File: config.mk
export PLATFORM = sky130hd
export DESIGN_NAME = time_param_bank_flat
export DESIGN_NICKNAME = d
export VERILOG_FILES = /design/src/rtl/tlc_pkg.sv /design/src/rtl/time_param_bank_if.sv /design/src/rtl/time_param_countdown.sv /design/src/rtl/time_param_bank.sv /design/src/flat_wrapper.sv
export SDC_FILE = /design/constraint.sdc
export NUM_CORES = 1
export LEC_CHECK = 0
export ABC_AREA = 1
export CAP_MARGIN = 20
export CORE_MARGIN = 5
export CORE_UTILIZATION = 35
export CTS_BUF_LIST = sky130_fd_sc_hd__clkbuf_8
export CTS_CLUSTER_DIAMETER = 40
export CTS_CLUSTER_SIZE = 24
export DETAILED_ROUTE_END_ITERATION = 8
export GPL_ROUTABILITY_DRIVEN = 0
export PLACE_DENSITY_LB_ADDON = 0.08
export SETUP_SLACK_MARGIN = 0.4
export SYNTH_ARGS = -nofsm -noshare
export SYNTH_HDL_FRONTEND = slang
export SYNTH_HIERARCHICAL = 1
export SYNTH_SLANG_ARGS = --single-unit
File: constraint.sdc
create_clock -name clk -period 1.05 [get_ports clk]
set_input_delay 0.1575 -clock clk [delete_from_list [all_inputs] [get_ports clk]]
set_output_delay 0.1575 -clock clk [all_outputs]
set_load 0.005 [all_outputs]
File: src/rtl/tlc_pkg.sv
// Shared traffic-light controller constants: interval indices, default
// interval lengths and bank geometry, used by the parameter bank and the FSM.
package tlc_pkg;

    // Interval indices into the parameter bank.
    localparam int IDX_BASE = 0;
    localparam int IDX_EXT  = 1;
    localparam int IDX_YEL  = 2;
    localparam int IDX_WALK = 3;

    // Bank geometry defaults.
    localparam int N_PARAMS_DEF = 4;
    localparam int VAL_W_DEF    = 4;
    localparam int SEL_W_DEF    = $clog2(N_PARAMS_DEF);

    // Default interval lengths in ticks.
    localparam logic [VAL_W_DEF-1:0] T_BASE_DEF = 4'd6;
    localparam logic [VAL_W_DEF-1:0] T_EXT_DEF  = 4'd3;
    localparam logic [VAL_W_DEF-1:0] T_YEL_DEF  = 4'd2;
    localparam logic [VAL_W_DEF-1:0] T_WALK_DEF = 4'd3;

    // Packed reset image; entry i lives at [i*VAL_W +: VAL_W].
    localparam logic [N_PARAMS_DEF*VAL_W_DEF-1:0] DEFAULTS_DEF =
        {T_WALK_DEF, T_YEL_DEF, T_EXT_DEF, T_BASE_DEF};

endpackage

File: src/rtl/time_param_bank_if.sv
// Bus between the sequencing FSM / synchronisers (master) and the
// interval parameter bank with its countdown timer (slave).
interface time_param_bank_if #(
    parameter int VAL_W = 4,
    parameter int SEL_W = 2
);
    logic             Reset_Sync;
    logic             Prog_Sync;
    logic [SEL_W-1:0] Time_Parameter_Selector;
    logic [VAL_W-1:0] Time_value;
    logic [SEL_W-1:0] interval;
    logic             Start_Timer;
    logic             Tick;
    logic [VAL_W-1:0] value;
    logic [VAL_W-1:0] Remaining;
    logic             Busy;
    logic             Expired;
    logic             Prog_Err;

    modport master (
        output Reset_Sync, Prog_Sync, Time_Parameter_Selector, Time_value,
        output interval, Start_Timer, Tick,
        input  value, Remaining, Busy, Expired, Prog_Err
    );

    modport slave (
        input  Reset_Sync, Prog_Sync, Time_Parameter_Selector, Time_value,
        input  interval, Start_Timer, Tick,
        output value, Remaining, Busy, Expired, Prog_Err
    );
endinterface

File: src/rtl/time_param_countdown.sv
// Interval countdown: clear > load > tick priority, saturates at zero and
// emits a one-cycle Expired pulse when a tick takes the count from 1 to 0.
module time_param_countdown #(
    parameter int VAL_W = 4
) (
    input  logic             clk,
    input  logic             Reset_n,
    input  logic             clear,
    input  logic             load,
    input  logic [VAL_W-1:0] load_val,
    input  logic             Tick,
    output logic [VAL_W-1:0] Remaining,
    output logic             Busy,
    output logic             Expired
);
    logic [VAL_W-1:0] remaining_q, remaining_d;
    logic             expired_q, expired_d;

    // Next count and expiry pulse, by clear/load/tick priority.
    always_comb begin
        // NOTE: every signal gets a default first so no path leaves it unassigned (no latch).
        remaining_d = remaining_q;
        expired_d   = 1'b0;
        if (clear) begin
            remaining_d = '0;
        end else if (load) begin
            remaining_d = load_val;
        end else if (Tick && (remaining_q != '0)) begin
            remaining_d = remaining_q - VAL_W'(1);
            expired_d   = (remaining_q == VAL_W'(1));
        end
    end

    // Count and pulse registers.
    always_ff @(posedge clk or negedge Reset_n) begin
        // NOTE: non-blocking assignments so all flops update from pre-edge values.
        if (!Reset_n) begin
            remaining_q <= '0;
            expired_q   <= 1'b0;
        end else begin
            remaining_q <= remaining_d;
            expired_q   <= expired_d;
        end
    end

    assign Remaining = remaining_q;
    assign Busy      = (remaining_q != '0);
    assign Expired   = expired_q;

endmodule

File: src/rtl/time_param_bank.sv
// Programmable bank of traffic-light interval lengths with write-legality
// checking, a zero-padded read mux and an integrated countdown timer.
module time_param_bank
    import tlc_pkg::*;
#(
    parameter int                          N_PARAMS = N_PARAMS_DEF,
    parameter int                          VAL_W    = VAL_W_DEF,
    parameter int                          SEL_W    = $clog2(N_PARAMS),
    parameter logic [N_PARAMS*VAL_W-1:0]   DEFAULTS = DEFAULTS_DEF
) (
    input  logic             clk,
    input  logic             Reset_n,
    time_param_bank_if.slave bus
);
    // Selector space may exceed the bank; unused slots read as 0 and reject writes.
    localparam int N_SLOTS = 1 << SEL_W;

    logic [VAL_W-1:0]   bank_q [N_PARAMS];
    logic [VAL_W-1:0]   bank_d [N_PARAMS];
    logic               prog_err_q, prog_err_d;
    logic [N_SLOTS-1:0] sel_ok_tbl;
    logic [VAL_W-1:0]   rd_tbl [N_SLOTS];
    logic               wr_ok;
    logic [VAL_W-1:0]   rd_val;

    // Slot tables: which selectors address a real entry, and what each slot reads.
    always_comb begin
        sel_ok_tbl = '0;
        rd_tbl     = '{default: '0};
        for (int i = 0; i < N_PARAMS; i++) begin
            sel_ok_tbl[i] = 1'b1;
            rd_tbl[i]     = bank_q[i];
        end
    end

    assign rd_val = rd_tbl[bus.interval];
    assign wr_ok  = sel_ok_tbl[bus.Time_Parameter_Selector] && (bus.Time_value != '0);

    // Bank update: restore defaults beats programming; illegal writes flag an error.
    always_comb begin
        bank_d     = bank_q;
        prog_err_d = 1'b0;
        if (bus.Reset_Sync) begin
            for (int i = 0; i < N_PARAMS; i++) begin
                bank_d[i] = DEFAULTS[i*VAL_W +: VAL_W];
            end
        end else if (bus.Prog_Sync) begin
            if (wr_ok) begin
                for (int i = 0; i < N_PARAMS; i++) begin
                    if (bus.Time_Parameter_Selector == SEL_W'(i)) begin
                        bank_d[i] = bus.Time_value;
                    end
                end
            end else begin
                prog_err_d = 1'b1;
            end
        end
    end

    // Bank and error-pulse registers.
    always_ff @(posedge clk or negedge Reset_n) begin
        if (!Reset_n) begin
            // NOTE: the bank is a handful of flops, not RAM, so it can carry per-entry reset values.
            for (int i = 0; i < N_PARAMS; i++) begin
                bank_q[i] <= DEFAULTS[i*VAL_W +: VAL_W];
            end
            prog_err_q <= 1'b0;
        end else begin
            bank_q     <= bank_d;
            prog_err_q <= prog_err_d;
        end
    end

    logic [VAL_W-1:0] cd_remaining;
    logic             cd_busy;
    logic             cd_expired;

    // Start_Timer loads the pre-edge bank contents through the read mux.
    time_param_countdown #(
        .VAL_W (VAL_W)
    ) u_countdown (
        .clk       (clk),
        .Reset_n   (Reset_n),
        .clear     (bus.Reset_Sync),
        .load      (bus.Start_Timer),
        .load_val  (rd_val),
        .Tick      (bus.Tick),
        .Remaining (cd_remaining),
        .Busy      (cd_busy),
        .Expired   (cd_expired)
    );

    assign bus.value     = rd_val;
    assign bus.Remaining = cd_remaining;
    assign bus.Busy      = cd_busy;
    assign bus.Expired   = cd_expired;
    assign bus.Prog_Err  = prog_err_q;

endmodule

File: src/flat_wrapper.sv
// flat-port wrapper written by rule: the top's interface ports become plain ports
module time_param_bank_flat import tlc_pkg::*;
#(
    parameter int                          N_PARAMS = N_PARAMS_DEF,
    parameter int                          VAL_W    = VAL_W_DEF,
    parameter int                          SEL_W    = $clog2(N_PARAMS),
    parameter logic [N_PARAMS*VAL_W-1:0]   DEFAULTS = DEFAULTS_DEF
)
  (clk, Reset_n, bus_Reset_Sync, bus_Prog_Sync, bus_Time_Parameter_Selector, bus_Time_value, bus_interval, bus_Start_Timer, bus_Tick, bus_value, bus_Remaining, bus_Busy, bus_Expired, bus_Prog_Err);
  time_param_bank_if #(.VAL_W(VAL_W), .SEL_W(SEL_W)) bus_i ();
  input  logic clk;
  input  logic Reset_n;
  input wire logic [$bits(bus_i.Reset_Sync)-1:0] bus_Reset_Sync;
  input wire logic [$bits(bus_i.Prog_Sync)-1:0] bus_Prog_Sync;
  input wire logic [$bits(bus_i.Time_Parameter_Selector)-1:0] bus_Time_Parameter_Selector;
  input wire logic [$bits(bus_i.Time_value)-1:0] bus_Time_value;
  input wire logic [$bits(bus_i.interval)-1:0] bus_interval;
  input wire logic [$bits(bus_i.Start_Timer)-1:0] bus_Start_Timer;
  input wire logic [$bits(bus_i.Tick)-1:0] bus_Tick;
  output wire logic [$bits(bus_i.value)-1:0] bus_value;
  output wire logic [$bits(bus_i.Remaining)-1:0] bus_Remaining;
  output wire logic [$bits(bus_i.Busy)-1:0] bus_Busy;
  output wire logic [$bits(bus_i.Expired)-1:0] bus_Expired;
  output wire logic [$bits(bus_i.Prog_Err)-1:0] bus_Prog_Err;
  assign bus_i.Reset_Sync = bus_Reset_Sync;
  assign bus_i.Prog_Sync = bus_Prog_Sync;
  assign bus_i.Time_Parameter_Selector = bus_Time_Parameter_Selector;
  assign bus_i.Time_value = bus_Time_value;
  assign bus_i.interval = bus_interval;
  assign bus_i.Start_Timer = bus_Start_Timer;
  assign bus_i.Tick = bus_Tick;
  assign bus_value = bus_i.value;
  assign bus_Remaining = bus_i.Remaining;
  assign bus_Busy = bus_i.Busy;
  assign bus_Expired = bus_i.Expired;
  assign bus_Prog_Err = bus_i.Prog_Err;
  time_param_bank #(.N_PARAMS(N_PARAMS), .VAL_W(VAL_W), .SEL_W(SEL_W), .DEFAULTS(DEFAULTS)) u_core (.clk(clk), .Reset_n(Reset_n), .bus(bus_i));
endmodule
==> metrics.yaml <==
crit_path_start_kind: "flop"
synth.cell_area_mm2: 0.00130
yosysUniqueCellTypes: 24
ios: 25
syn_avg_cell_area_um2: 7.75
ys_warn_count: 6
seq_area_frac_synth_pct: 42.9
tritoncts.num_buffers: 3
final-setup-viol-count: 12
ir_drop_mv: 0.508
power_density_mw_per_mm2: 1210
setup_ws_ns: -0.319
dpl.hpwl_mm: 2.78
cts_max_level: 1
holdPathStages: 3
rsz0062_at_grt: "true"
slew_viol_final: 0
grt_first_pass_wirelength_mm: 6.51
cp-end-kind: "primary output"
globalRouteOverflowTotal: 0
drive_above_1_share_pct: 61.1
leakagePower_nw: 1.14
drc: 0
crit_family: "flip-flops"
slew_headroom_pct: 78.6
drt-pass1-iter-count: 4
row_count: 22
synth_seq_cells: 22
worstSetupPathType: "flop to primary output"
wl_per_cell_um: 13.8
nets: 252
ff2ff_path_depth: 8
fin_tns_setup_ns: -2.05
status: "finished with violations"
synth_nets: 185
grt_antenna_before_repair: 0
violations: "setup timing"
instances_no_fill: 282
port_buffers: 24
clk_path_buf_depth: 2
cts_tree: "done"
finalHoldViolCount: 0
critPathBufInv: 1
fillers: 314
crit_required_ns: 0.89
crit_arrival_ns: 1.21
grt_max_degree: 23
fin_skew_ns: 0.00159
track_usage_pct: 16.3
insertion_delay_ns: 0.26
dp.cells: 258
cts_hold_buf: 0
drtIter0Drc: 41
cp_cell_sequence: "o21ai_1, o22ai_1, buf_2"
vias_per_cell: 4.71
syn_to_final_growth_pct: 82.2
die_x_um: 71.0
holdWs_ns: 0.224
clock-root-buffer: "clkbuf_8"
regArea_um2: 559
cp.depth: 3
hold_path_class: "primary input to flop"
fin_crit_sh_pct: 130
vias: 1329
design.die.area_mm2: 0.00504
fin_util_pct: 65.3
cts.sink_count: 22
core-area_mm2: 0.00363
dieHeight_um: 71.0
wl_mm: 3.90
n_antenna_cell: 0
crit_slowest_cell: "dfstp_2"
cts.clk_slew.worst_paths_ns: 0.08
crit_path_max_incr_delay_ns: 0.56
p_total_w: 0.00288
cap_violations: 0
antenna_left: 0
fmax_ghz: 0.731
syn_inst: 168
grt_pass1_vias: 1383
layout_min_cycle_time_ns: 1.37
initial_core_util_pct: 35.8
multi_input_area_um2: 938
crit_fanout: 2
worstMarginPinSlew_ns: 0.319
## layer usage
layer | up-vias | global-route usage, % | share of wire (%)
met2 | 21 | 26.6 | 49
met4 | 0 | 5.85 | 1.5
li1 | 678 | - | -
met3 | 6 | 2.56 | 3.0
met5 | - | 0 | 0
met1 | 624 | 21.8 | 46
## registers in the layout (all words and copies together) (netlist names)
name                          cells
u_core/bus.Prog_Err               1
u_core/u_countdown/Remaining      4
u_core/bank_q                    16
u_core/u_countdown/Expired        1
## path summary, 6_finish.rpt
check,startpoint,to,slack [ns]
max,u_core/bank_q[9],bus_value[1],-0.32
min,bus_Prog_Sync,u_core/bus.Prog_Err,0.22
max reg2reg,u_core/bank_q[6],u_core/u_countdown/Remaining[2],-0.22
min reg2reg,u_core/bank_q[5],u_core/bank_q[5],0.48
max in group asynchronous,Reset_n,u_core/bank_q[5],0.59
min in group asynchronous,Reset_n,u_core/u_countdown/Remaining[3],0.24
## worst min-delay path, stage by stage
cell and delay, ns:
buf_8 0.10, clkinvlp_4 0.14, nor2_2 0.06
## area by class of cell
class | instances | area share, %
multi-input combinational | 126 | 39.5
sequential | 22 | 23.6
inverter | 17 | 3.58
timing repair buffer | 65 | 27.8
clock inverter | 1 | 1.27
tap | 48 | 2.53
clock buffer | 3 | 1.74
## logic make-up (layout without fill, tap and decap cells)
logic type | after synthesis | count (layout) | share of synthesized area (%)
buffers and inverters | 20 | 86 | 6.72
adders and majority gates | 3 | 3 | 2.88
xor gates and xnor gates | 1 | 1 | 0.673
DFF | 22 | 22 | 42.9
AOI/OAI and AO/OA | 21 | 21 | 10.2
and+or+nand+nor | 101 | 101 | 36.6
## power by group
part	total, W	switching (W)	internal [W]
clock	0.000793	0.000284	0.000509
combinational	0.00105	0.000499	0.000548
sequential	0.00104	0.0000789	0.000960
## layout by cell type (no fill, tap or decap), types with 7 or more instances in the layout
cell type,n
o21ai_1,8
nand3_2,9
nand2_2,18
nand3_1,13
dfstp_2,7
dfrtp_1,15
nor2_1,8
nor2_2,8
inv_1,7
buf_2,8
buf_4,28
nand2_1,29
buf_6,14
## cells in the mapped netlist
master   number  area (um^2)
inv_2         3         11.3
nor2_4        1         11.3
o21ai_0      11         55.1
nand2_2       2         12.5
a21oi_4       1         16.3
dfstp_2       7          184
nor2_1       18         67.6
dfrtp_1      15          375
nand3_2       1         10.0
xnor2_1       1         8.76
ha_1          3         37.5
o22ai_1       4         25.0
buf_4         1         7.51
o21ai_1       2         10.0
inv_1        14         52.6
o21ai_2       3         26.3
buf_2         1         5.00
nand3_4       1         17.5
nand2_4       4         45.0
nand4_1       1         6.26
nand3_1      22          110
nor2_2        2         12.5
nand2_1      49          184
buf_6         1         11.3
## what timing repair did
| item | 4_1_cts | 5_1_grt |
|---|---|---|
| setup endpoints to repair | 33 | 33 |
| setup buffers | 12 | 5 |
| cloned | 3 | 0 |
| pin swaps | 31 | 18 |
| resized for setup | 130 | 33 |
## per-stage QoR
| step | cell area, um^2 | setup WS, ns |
|---|---|---|
| floorplan | 1420 | -0.0598 |
| global placement | 1860 | -0.827 |
| detailed placement | 1860 | -0.856 |
| CTS | 2240 | -0.359 |
| global route | 2370 | -0.372 |
| finish | 2370 | -0.319 |
Power figures use the tool's default switching activity.
